<file path="src/rtl/vga_timing_pkg.sv">
// Shared VGA raster defaults, derived window origins and RGB565 colour constants.
// Counter width covers every default total (800, 525) with headroom.
package vga_timing_pkg;

  localparam int CNT_W = 10;
  localparam int PIX_W = 16;

  localparam int DEF_H_SYNC  = 96;
  localparam int DEF_H_BACK  = 40;
  localparam int DEF_H_LEFT  = 8;
  localparam int DEF_H_VALID = 640;
  localparam int DEF_H_RIGHT = 8;
  localparam int DEF_H_FRONT = 8;
  localparam int DEF_H_TOTAL = DEF_H_SYNC + DEF_H_BACK + DEF_H_LEFT
                             + DEF_H_VALID + DEF_H_RIGHT + DEF_H_FRONT;

  localparam int DEF_V_SYNC   = 2;
  localparam int DEF_V_BACK   = 25;
  localparam int DEF_V_TOP    = 8;
  localparam int DEF_V_VALID  = 480;
  localparam int DEF_V_BOTTOM = 8;
  localparam int DEF_V_FRONT  = 2;
  localparam int DEF_V_TOTAL  = DEF_V_SYNC + DEF_V_BACK + DEF_V_TOP
                              + DEF_V_VALID + DEF_V_BOTTOM + DEF_V_FRONT;

  // First active column / row, measured from the start of the sync pulse.
  localparam int DEF_HA = DEF_H_SYNC + DEF_H_BACK + DEF_H_LEFT;
  localparam int DEF_VA = DEF_V_SYNC + DEF_V_BACK + DEF_V_TOP;

  localparam logic [CNT_W-1:0] COORD_NONE = '1;

  typedef struct packed {
    logic hsync;
    logic vsync;
    logic rgb_valid;
    logic pix_req;
    logic frame_end;
  } vga_timing_t;

  function automatic logic [PIX_W-1:0] rgb565(input logic [7:0] r,
                                              input logic [7:0] g,
                                              input logic [7:0] b);
    return {r[7:3], g[7:2], b[7:3]};
  endfunction

  localparam logic [PIX_W-1:0] BLACK  = rgb565(8'd0,   8'd0,   8'd0);
  localparam logic [PIX_W-1:0] WHITE  = rgb565(8'd255, 8'd255, 8'd255);
  localparam logic [PIX_W-1:0] GOLDEN = rgb565(8'd255, 8'd215, 8'd0);

endpackage

</file>
<file path="src/rtl/vga_sync_counter.sv">
// One raster axis: wrapping counter plus raw sync and active-window decodes.
// sync is the in-pulse flag; polarity is applied by the caller.
module vga_sync_counter
  import vga_timing_pkg::*;
#(
  parameter int TOTAL = DEF_H_TOTAL,
  parameter int SYNC  = DEF_H_SYNC,
  parameter int START = DEF_HA,
  parameter int LEN   = DEF_H_VALID
) (
  input  logic             vga_clk,
  input  logic             rst_n,
  input  logic             en,
  output logic [CNT_W-1:0] count,
  output logic             wrap,
  output logic             sync,
  output logic             active
);

  localparam logic [CNT_W-1:0] LAST   = CNT_W'(TOTAL - 1);
  localparam logic [CNT_W-1:0] SYNC_E = CNT_W'(SYNC);
  localparam logic [CNT_W-1:0] ACT_LO = CNT_W'(START);
  localparam logic [CNT_W-1:0] ACT_HI = CNT_W'(START + LEN);

  always_ff @(posedge vga_clk or negedge rst_n) begin
    if (!rst_n)    count <= '0;
    else if (wrap) count <= '0;
    else if (en)   count <= count + CNT_W'(1);
  end

  // Decodes are pure functions of the registered count, so they only move on clock edges.
  always_comb begin
    wrap   = en && (count == LAST);
    sync   = (count < SYNC_E);
    active = (count >= ACT_LO) && (count < ACT_HI);
  end

endmodule

</file>
<file path="src/rtl/vga_timing_ctrl.sv">
// VGA raster timing generator: H/V counters, sync outputs, one-cycle-early pixel
// coordinate request and gating of the returned pixel data onto rgb.
module vga_timing_ctrl
  import vga_timing_pkg::*;
#(
  parameter int   H_SYNC   = DEF_H_SYNC,
  parameter int   H_BACK   = DEF_H_BACK,
  parameter int   H_LEFT   = DEF_H_LEFT,
  parameter int   H_VALID  = DEF_H_VALID,
  parameter int   H_RIGHT  = DEF_H_RIGHT,
  parameter int   H_FRONT  = DEF_H_FRONT,
  parameter int   H_TOTAL  = H_SYNC + H_BACK + H_LEFT + H_VALID + H_RIGHT + H_FRONT,
  parameter int   V_SYNC   = DEF_V_SYNC,
  parameter int   V_BACK   = DEF_V_BACK,
  parameter int   V_TOP    = DEF_V_TOP,
  parameter int   V_VALID  = DEF_V_VALID,
  parameter int   V_BOTTOM = DEF_V_BOTTOM,
  parameter int   V_FRONT  = DEF_V_FRONT,
  parameter int   V_TOTAL  = V_SYNC + V_BACK + V_TOP + V_VALID + V_BOTTOM + V_FRONT,
  parameter logic HS_POL   = 1'b1,
  parameter logic VS_POL   = 1'b1
) (
  input  logic             vga_clk,
  input  logic             rst_n,
  input  logic [PIX_W-1:0] pix_data,
  output logic [CNT_W-1:0] pix_x,
  output logic [CNT_W-1:0] pix_y,
  output logic             pix_req,
  output logic             hsync,
  output logic             vsync,
  output logic             rgb_valid,
  output logic [PIX_W-1:0] rgb,
  output logic             frame_end
);

  localparam int HA = H_SYNC + H_BACK + H_LEFT;
  localparam int VA = V_SYNC + V_BACK + V_TOP;

  // Request window is the active window shifted one clock earlier, clipped at the
  // line end so no request straddles into the next line.
  localparam logic [CNT_W-1:0] REQ_LO = CNT_W'(HA - 1);
  localparam logic [CNT_W-1:0] REQ_HI = CNT_W'(HA + H_VALID - 1);
  localparam logic [CNT_W-1:0] ROW_LO = CNT_W'(VA);

  logic [CNT_W-1:0] cnt_h, cnt_v;
  logic             h_wrap, v_wrap;
  logic             h_sync, v_sync;
  logic             h_act, v_act;
  logic             h_req;
  vga_timing_t      tim;

  vga_sync_counter #(
    .TOTAL (H_TOTAL),
    .SYNC  (H_SYNC),
    .START (HA),
    .LEN   (H_VALID)
  ) u_h (
    .vga_clk (vga_clk),
    .rst_n   (rst_n),
    .en      (1'b1),
    .count   (cnt_h),
    .wrap    (h_wrap),
    .sync    (h_sync),
    .active  (h_act)
  );

  vga_sync_counter #(
    .TOTAL (V_TOTAL),
    .SYNC  (V_SYNC),
    .START (VA),
    .LEN   (V_VALID)
  ) u_v (
    .vga_clk (vga_clk),
    .rst_n   (rst_n),
    .en      (h_wrap),
    .count   (cnt_v),
    .wrap    (v_wrap),
    .sync    (v_sync),
    .active  (v_act)
  );

  always_comb begin
    h_req         = (cnt_h >= REQ_LO) && (cnt_h < REQ_HI);
    tim           = '0;
    tim.hsync     = h_sync ? HS_POL : ~HS_POL;
    tim.vsync     = v_sync ? VS_POL : ~VS_POL;
    tim.rgb_valid = h_act && v_act;
    tim.pix_req   = h_req && v_act;
    tim.frame_end = v_wrap;
  end

  always_comb begin
    hsync     = tim.hsync;
    vsync     = tim.vsync;
    rgb_valid = tim.rgb_valid;
    pix_req   = tim.pix_req;
    frame_end = tim.frame_end;
    pix_x     = tim.pix_req ? (cnt_h - REQ_LO) : COORD_NONE;
    pix_y     = tim.pix_req ? (cnt_v - ROW_LO) : COORD_NONE;
    rgb       = tim.rgb_valid ? pix_data : BLACK;
  end

endmodule

</file>
<file path="config.mk">
export PLATFORM = sky130hd
export DESIGN_NAME = vga_timing_ctrl
export DESIGN_NICKNAME = d
export VERILOG_FILES = /design/src/rtl/vga_timing_pkg.sv /design/src/rtl/vga_sync_counter.sv /design/src/rtl/vga_timing_ctrl.sv
export SDC_FILE = /design/constraint.sdc
export NUM_CORES = 1
export LEC_CHECK = 0
export CAP_MARGIN = 20
export CORE_MARGIN = 2
export CORE_UTILIZATION = 46
export CTS_CLUSTER_DIAMETER = 50
export DETAILED_ROUTE_END_ITERATION = 10
export GPL_TIMING_DRIVEN = 0
export PLACE_DENSITY = 0.92
export SETUP_SLACK_MARGIN = 0.5
export SLEW_MARGIN = 20
export SYNTH_ARGS = -nofsm -noshare
export SYNTH_HDL_FRONTEND = slang
export SYNTH_SLANG_ARGS = --single-unit
</file>
<file path="constraint.sdc">
create_clock -name vga_clk -period 2 [get_ports vga_clk]
set_input_delay 0.2 -clock vga_clk [delete_from_list [all_inputs] [get_ports vga_clk]]
set_output_delay 0.2 -clock vga_clk [all_outputs]
set_load 0.03 [all_outputs]
</file>
Word-level counts from Yosys, hierarchy flattened
Index checks and enable logic that the tools add are counted.
{"block": "classes", "n_addsub": 4, "order_cmp": 8, "eq_ne": 2, "muxes": 8, "n_reduce_logical": 7}
{"op": "10-bit two-way mux", "n": 5}
{"op": "10-bit < comparator (second input constant)", "n": 3}
{"op": "10-bit by 1-bit adder with 10-bit output (second input constant)", "n": 2}
{"op": "10-bit == test (second input constant)", "n": 2}
{"op": "10-bit by 8-bit >= comparator with 1-bit output (second input constant)", "n": 2}
{"op": "16-bit two-way mux", "n": 1}
{"op": "10-bit by 6-bit >= comparator with 1-bit output (second input constant)", "n": 1}
{"op": "10-bit by 2-bit < comparator with 1-bit output (second input constant)", "n": 1}
{"op": "10-bit by 7-bit < comparator with 1-bit output (second input constant)", "n": 1}
{"op": "10-bit by 6-bit subtractor with 10-bit output (second input constant)", "n": 1}
{"op": "10-bit by 8-bit subtractor with 10-bit output (second input constant)", "n": 1}
{"op": "1-bit logical AND", "n": 6}
{"op": "1-bit two-way mux", "n": 2}
{"op": "2-bit nonzero test", "n": 1}
{"block": "word_totals", "register_bits": 20, "input_bits": 18, "out_inout_bits": 41, "elab_cells": 31}

Depth between registers and ports, before layout
Gate-level depths: netlist of run 1.
{"block": "logic_depth", "depth_word": 4, "depth_mapped": 7}

Modules after synthesis
Synthesis of run 1 repeated with hierarchy kept, for this count alone.
{"block": "hier_totals", "cells_unflattened": 198, "hier_area_um2": 1679.1}
{"module": "vga_sync_counter (u_h)", "n_inst": 1, "cells_per_inst": 57, "area_each_um2": 579.3, "seq_area_each_um2": 250.2}
{"module": "vga_sync_counter (u_v)", "n_inst": 1, "cells_per_inst": 62, "area_each_um2": 571.8, "seq_area_each_um2": 250.2}
{"module": "vga_timing_ctrl", "n_inst": 1, "cells_per_inst": 79, "area_each_um2": 528.0, "seq_area_each_um2": 0.0}

Worst setup path after synthesis of run 1
Ideal clock, no wire load.
{"block": "synth_path", "kind": "register -> output", "from": "register u_h.count[5]", "to": "output port hsync", "arrival_time_ns": 2.176, "t_required_ns": 1.800, "setup_slack_ns": -0.376, "stages_incl_launch_ff": 3, "n_path_buf": 1, "path_cell_list": "dfrtp_1 -> buf_2 -> a2111oi_0"}
{"block": "synth_via", "elab_chain_cells": 2}
{"item": "start, declared", "line_no": "vga_sync_counter.sv:14", "rtl": "output logic [CNT_W-1:0] count,"}
{"item": "start signal, assigned", "line_no": "vga_sync_counter.sv:28", "rtl": "else if (en) count <= count + CNT_W'(1);"}
{"item": "10-bit by 7-bit < comparator with 1-bit output", "line_no": "vga_sync_counter.sv:34", "rtl": "sync = (count < SYNC_E);"}
{"item": "1-bit two-way mux", "line_no": "vga_timing_ctrl.sv:85", "rtl": "tim.hsync = h_sync ? HS_POL : ~HS_POL;"}
{"item": "end, declared", "line_no": "vga_timing_ctrl.sv:29", "rtl": "output logic hsync,"}
No other way between the ends.

Final worst setup path of run 1
{"block": "layout_path", "from": "register u_v.count[3]", "to": "output port rgb[11]"}
{"block": "layout_via", "elab_chain_cells": 4}
{"item": "start, declared", "line_no": "vga_sync_counter.sv:14"}
{"item": "start signal, assigned", "line_no": "vga_sync_counter.sv:28"}
{"item": "10-bit by 6-bit >= comparator with 1-bit output or 10-bit < comparator (tied branches)", "line_no": "vga_sync_counter.sv:35", "rtl": "active = (count >= ACT_LO) && (count < ACT_HI);"}
{"item": "1-bit logical AND *", "line_no": "vga_sync_counter.sv:35"}
{"item": "1-bit logical AND *", "line_no": "vga_timing_ctrl.sv:87", "rtl": "tim.rgb_valid = h_act && v_act;"}
{"item": "16-bit two-way mux *", "line_no": "vga_timing_ctrl.sv:100", "rtl": "rgb = tim.rgb_valid ? pix_data : BLACK;"}
{"item": "end, declared", "line_no": "vga_timing_ctrl.sv:32", "rtl": "output logic [PIX_W-1:0] rgb,"}
Every way passes the cells marked *; elsewhere a longest branch is shown, timed or not.

==> impl_metrics.csv, run 1 <==
group,metric,value,unit
sta,finClkSkew,0.00460,ns
critical_path,cpMostUsedCell,"buf_6",
logic_synthesis,yosys.cell_types.count,46,
job,maxCapViolCount,0,
final_layout,drive_gt1_share,57.1,%
sta,rsz0062_at_grt,"yes",
die,start_util,47.2,%
logic_synthesis,ys_seq_area_share,29.4,%
final_layout,final_common_cell,"buf_6",
logic_synthesis,synth-edff-count,0,
clocking,cts_buffers,3,
drt,wl,7990,µm
critical_path,worst-path-max-fanout,10,
logic_synthesis,synth_ff_type,"dfrtp_1",
drt,via_count,2195,
sta,fin_hold_ws,0.467,ns
grt,grt_max_degree,21,
final_layout,final-instance-count-excl-fill,344,
grt,grtUsageTotal,27.4,%
clocking,cts_num_sinks,20,
logic_synthesis,syn_inst,196,
sta,drv_slew,0,
die,die_h,64.8,µm
clocking,htree_levels,1,
drt,ant_nets,0,
final_layout,multi_input_area,1400,µm²
sta,fin_ws,-0.368,ns
drt,wl_per_cell,23.2,µm
sta,fmax,422,MHz
place,numPortBuffers,58,
final_layout,ff_latch_area,507,µm²
critical_path,cpMaxStageDelayCell,"dfrtp_1",
sta,tightest_slew,0.982,ns
logic_synthesis,avgSynthCellArea,8.68,µm²
power_and_ir_drop,peakVddDrop,0.444,mV
critical_path,path_cells,"buf_4, nor3_4, nand4b_1, a21oi_4, buf_6, and2_4, buf_6",
final_layout,syn2layout_area_growth,92.1,%
final_layout,final_cell_mix,"66 x buf_6, 22 x buf_4, 18 x and2_4",
clocking,clk_latency,0.27,ns
worst_hold_path,hp-class,"in2async",
grt,grt_antenna_before_repair,0,
clocking,clockBufferDepth,2,
logic_synthesis,synthArstFlopShare,100,%
clocking,cts_root_buf,"clkbuf_8",
critical_path,cp-end-kind,"output pin",
place,place_hpwl,3150,µm
grt,grt_pass1_wl,8770,µm
sta,period_share,118,%
logic_synthesis,yosys_warnings,0,
die,fp-row-count,22,
critical_path,required,1.80,ns
place,gp_congestion,0.892,
die,die-area,4200,µm²
status,status,"finished with violations",
critical_path,criticalPathCategory,"reg2out",
die,ioPinCount,59,
drt,viasPerCell,6.38,
power_and_ir_drop,total_power,0.000779,W
power_and_ir_drop,power_per_cell_area,238,nW/µm²
final_layout,diodes,0,
final_layout,fill_cells,139,
logic_synthesis,ys_ff_latch,20,
drt,dr.pass1.iters,4,
die,core,3610,µm²
sta,fin_crit,2.37,ns
drt,drtIter0Drc,194,
die,die_w,64.8,µm
sta,slew_headroom,34.4,%
critical_path,cp-start-kind,"register",
grt,grt_pass1_vias,1817,
status,violations,"setup timing",
clocking,clk_pin_slew,0.08,ns
final_layout,nNetsFinal,319,
critical_path,cp.arrival,2.17,ns
logic_synthesis,synthesis.area,1700,µm²
final_layout,postLayoutCoreUtil,90.6,%
logic_synthesis,syn_nets,218,
sta,hold_viol_final,0,
critical_path,worst_path_largest_cell_delay,0.42,ns
power_and_ir_drop,p_leak,1.40,nW
drt,drc,0,
clocking,cts_tree,"built",
grt,grt_overflow,0,
place,dp.cells,302,
sta,setup_viol,43,
-- layout make-up --
cell class,count,area share [%]
Sequential cell,20,15.5
Multi-Input combinational cell,151,42.7
Timing Repair Buffer,96,31.5
Clock buffer,4,1.68
Buffer,21,6.32
Tap cell,48,1.84
Inverter,4,0.459
-- path summary, 6_finish.rpt --
kind / slack, ns / startpoint / cells after the start / endpoint
worst max-delay path: -0.37 / u_v.count[3] / 7 / rgb[11]
worst min-delay path: 0.47 / rst_n / 1 / u_h.count[8]
worst max register to register: -0.08 / u_h.count[6] / 9 / u_v.count[4]
worst min register to register: 0.59 / u_v.count[8] / 1 / u_v.count[8]
max in group asynchronous: 0.87 / rst_n / 1 / u_v.count[1]
min in group vga_clk: 0.59 / u_v.count[8] / 1 / u_v.count[8]
-- metrics by stage --
step                cell area (µm²)  worst slack, ns  TNS [ns]
global placement               2480           -0.663    -21.67
global route                   3270           -0.422    -14.96
floorplan                      1840           0.0554         0
detailed placement             2480           -0.708    -23.32
CTS                            2820           -0.347    -11.72
finish                         3270           -0.368    -12.77
-- synth_stat cells (4+ instances only) --
master / count / area (µm²)
a21oi_1: 4 / 20.0
and2_1: 19 / 119
and3_1: 4 / 25.0
buf_2: 11 / 55.1
buf_4: 5 / 37.5
dfrtp_1: 20 / 500
ha_1: 4 / 50.1
inv_1: 4 / 15.0
nand2_1: 11 / 41.3
nand3_1: 17 / 85.1
nand4_1: 12 / 75.1
nor2_1: 11 / 41.3
nor3_1: 6 / 30.0
xnor2_1: 14 / 123
xor2_1: 4 / 35.0
-- worst max-delay path, delay by kind of cell (launching register included) --
| kind | cells | cell delay, ns |
|---|---|---|
| flops | 1 | 0.42 |
| buf+inv | 3 | 0.51 |
| compound gates | 1 | 0.34 |
| simple gates | 3 | 0.62 |
-- flip-flops by register name, summed over array words and instances (netlist names) --
name,cells
u_v.count,10
u_h.count,10
-- power by group --
group | total (W) | internal (W) | leakage [nW] | switching [W]
clock network | 0.000331 | 0.000176 | 0.0288 | 0.000155
registers | 0.000404 | 0.000404 | 0.258 | 0
logic | 0.0000437 | 0.0000289 | 1.11 | 0.0000148
total | 0.000779 | 0.000609 | 1.40 | 0.000170
-- cells by family after synthesis --
kind of cell | synth area share (%)
AND/OR/NAND/NOR | 34.3
AO/OA/AOI/OAI | 13.7
buffers and inverters | 8.31
flip-flops | 29.4
XOR/XNOR | 9.26
adder cells (fa/ha/maj) | 2.94
multiplexers | 2.13
-- metal layers --
metal	wire (µm)	track usage, %	part of all wire, %	vias to the layer above
met5	0	0	0	-
met4	563	13.6	7.0	0
met3	669	5.03	8.4	51
met2	3840	48.8	48	173
met1	2910	31.1	36	1073
li1	-	-	-	898
-- what timing repair did --
item / 4_1_cts / 5_1_grt
setup endpoints to repair: 56 / 57
hold buffers: 0 / 0
setup buffers: 16 / 19
gates resized for setup: 316 / 59
hold endpoints to repair: 0 / 0
pin swaps: 12 / 15
gates cloned: 1 / 2
No activity file was read; power rests on OpenSTA's default activity.
==> run 2, diff against run 1 <==
--- a/config.mk
+++ b/config.mk
@@ -5,6 +5,7 @@
 export SDC_FILE = /design/constraint.sdc
 export NUM_CORES = 1
 export LEC_CHECK = 0
+export ABC_CLOCK_PERIOD_IN_PS = 2000
 export CAP_MARGIN = 20
 export CORE_MARGIN = 2
 export CORE_UTILIZATION = 46
==> results of run 2 <==
Final layout, timing and power as in run 1 (identical DEF).
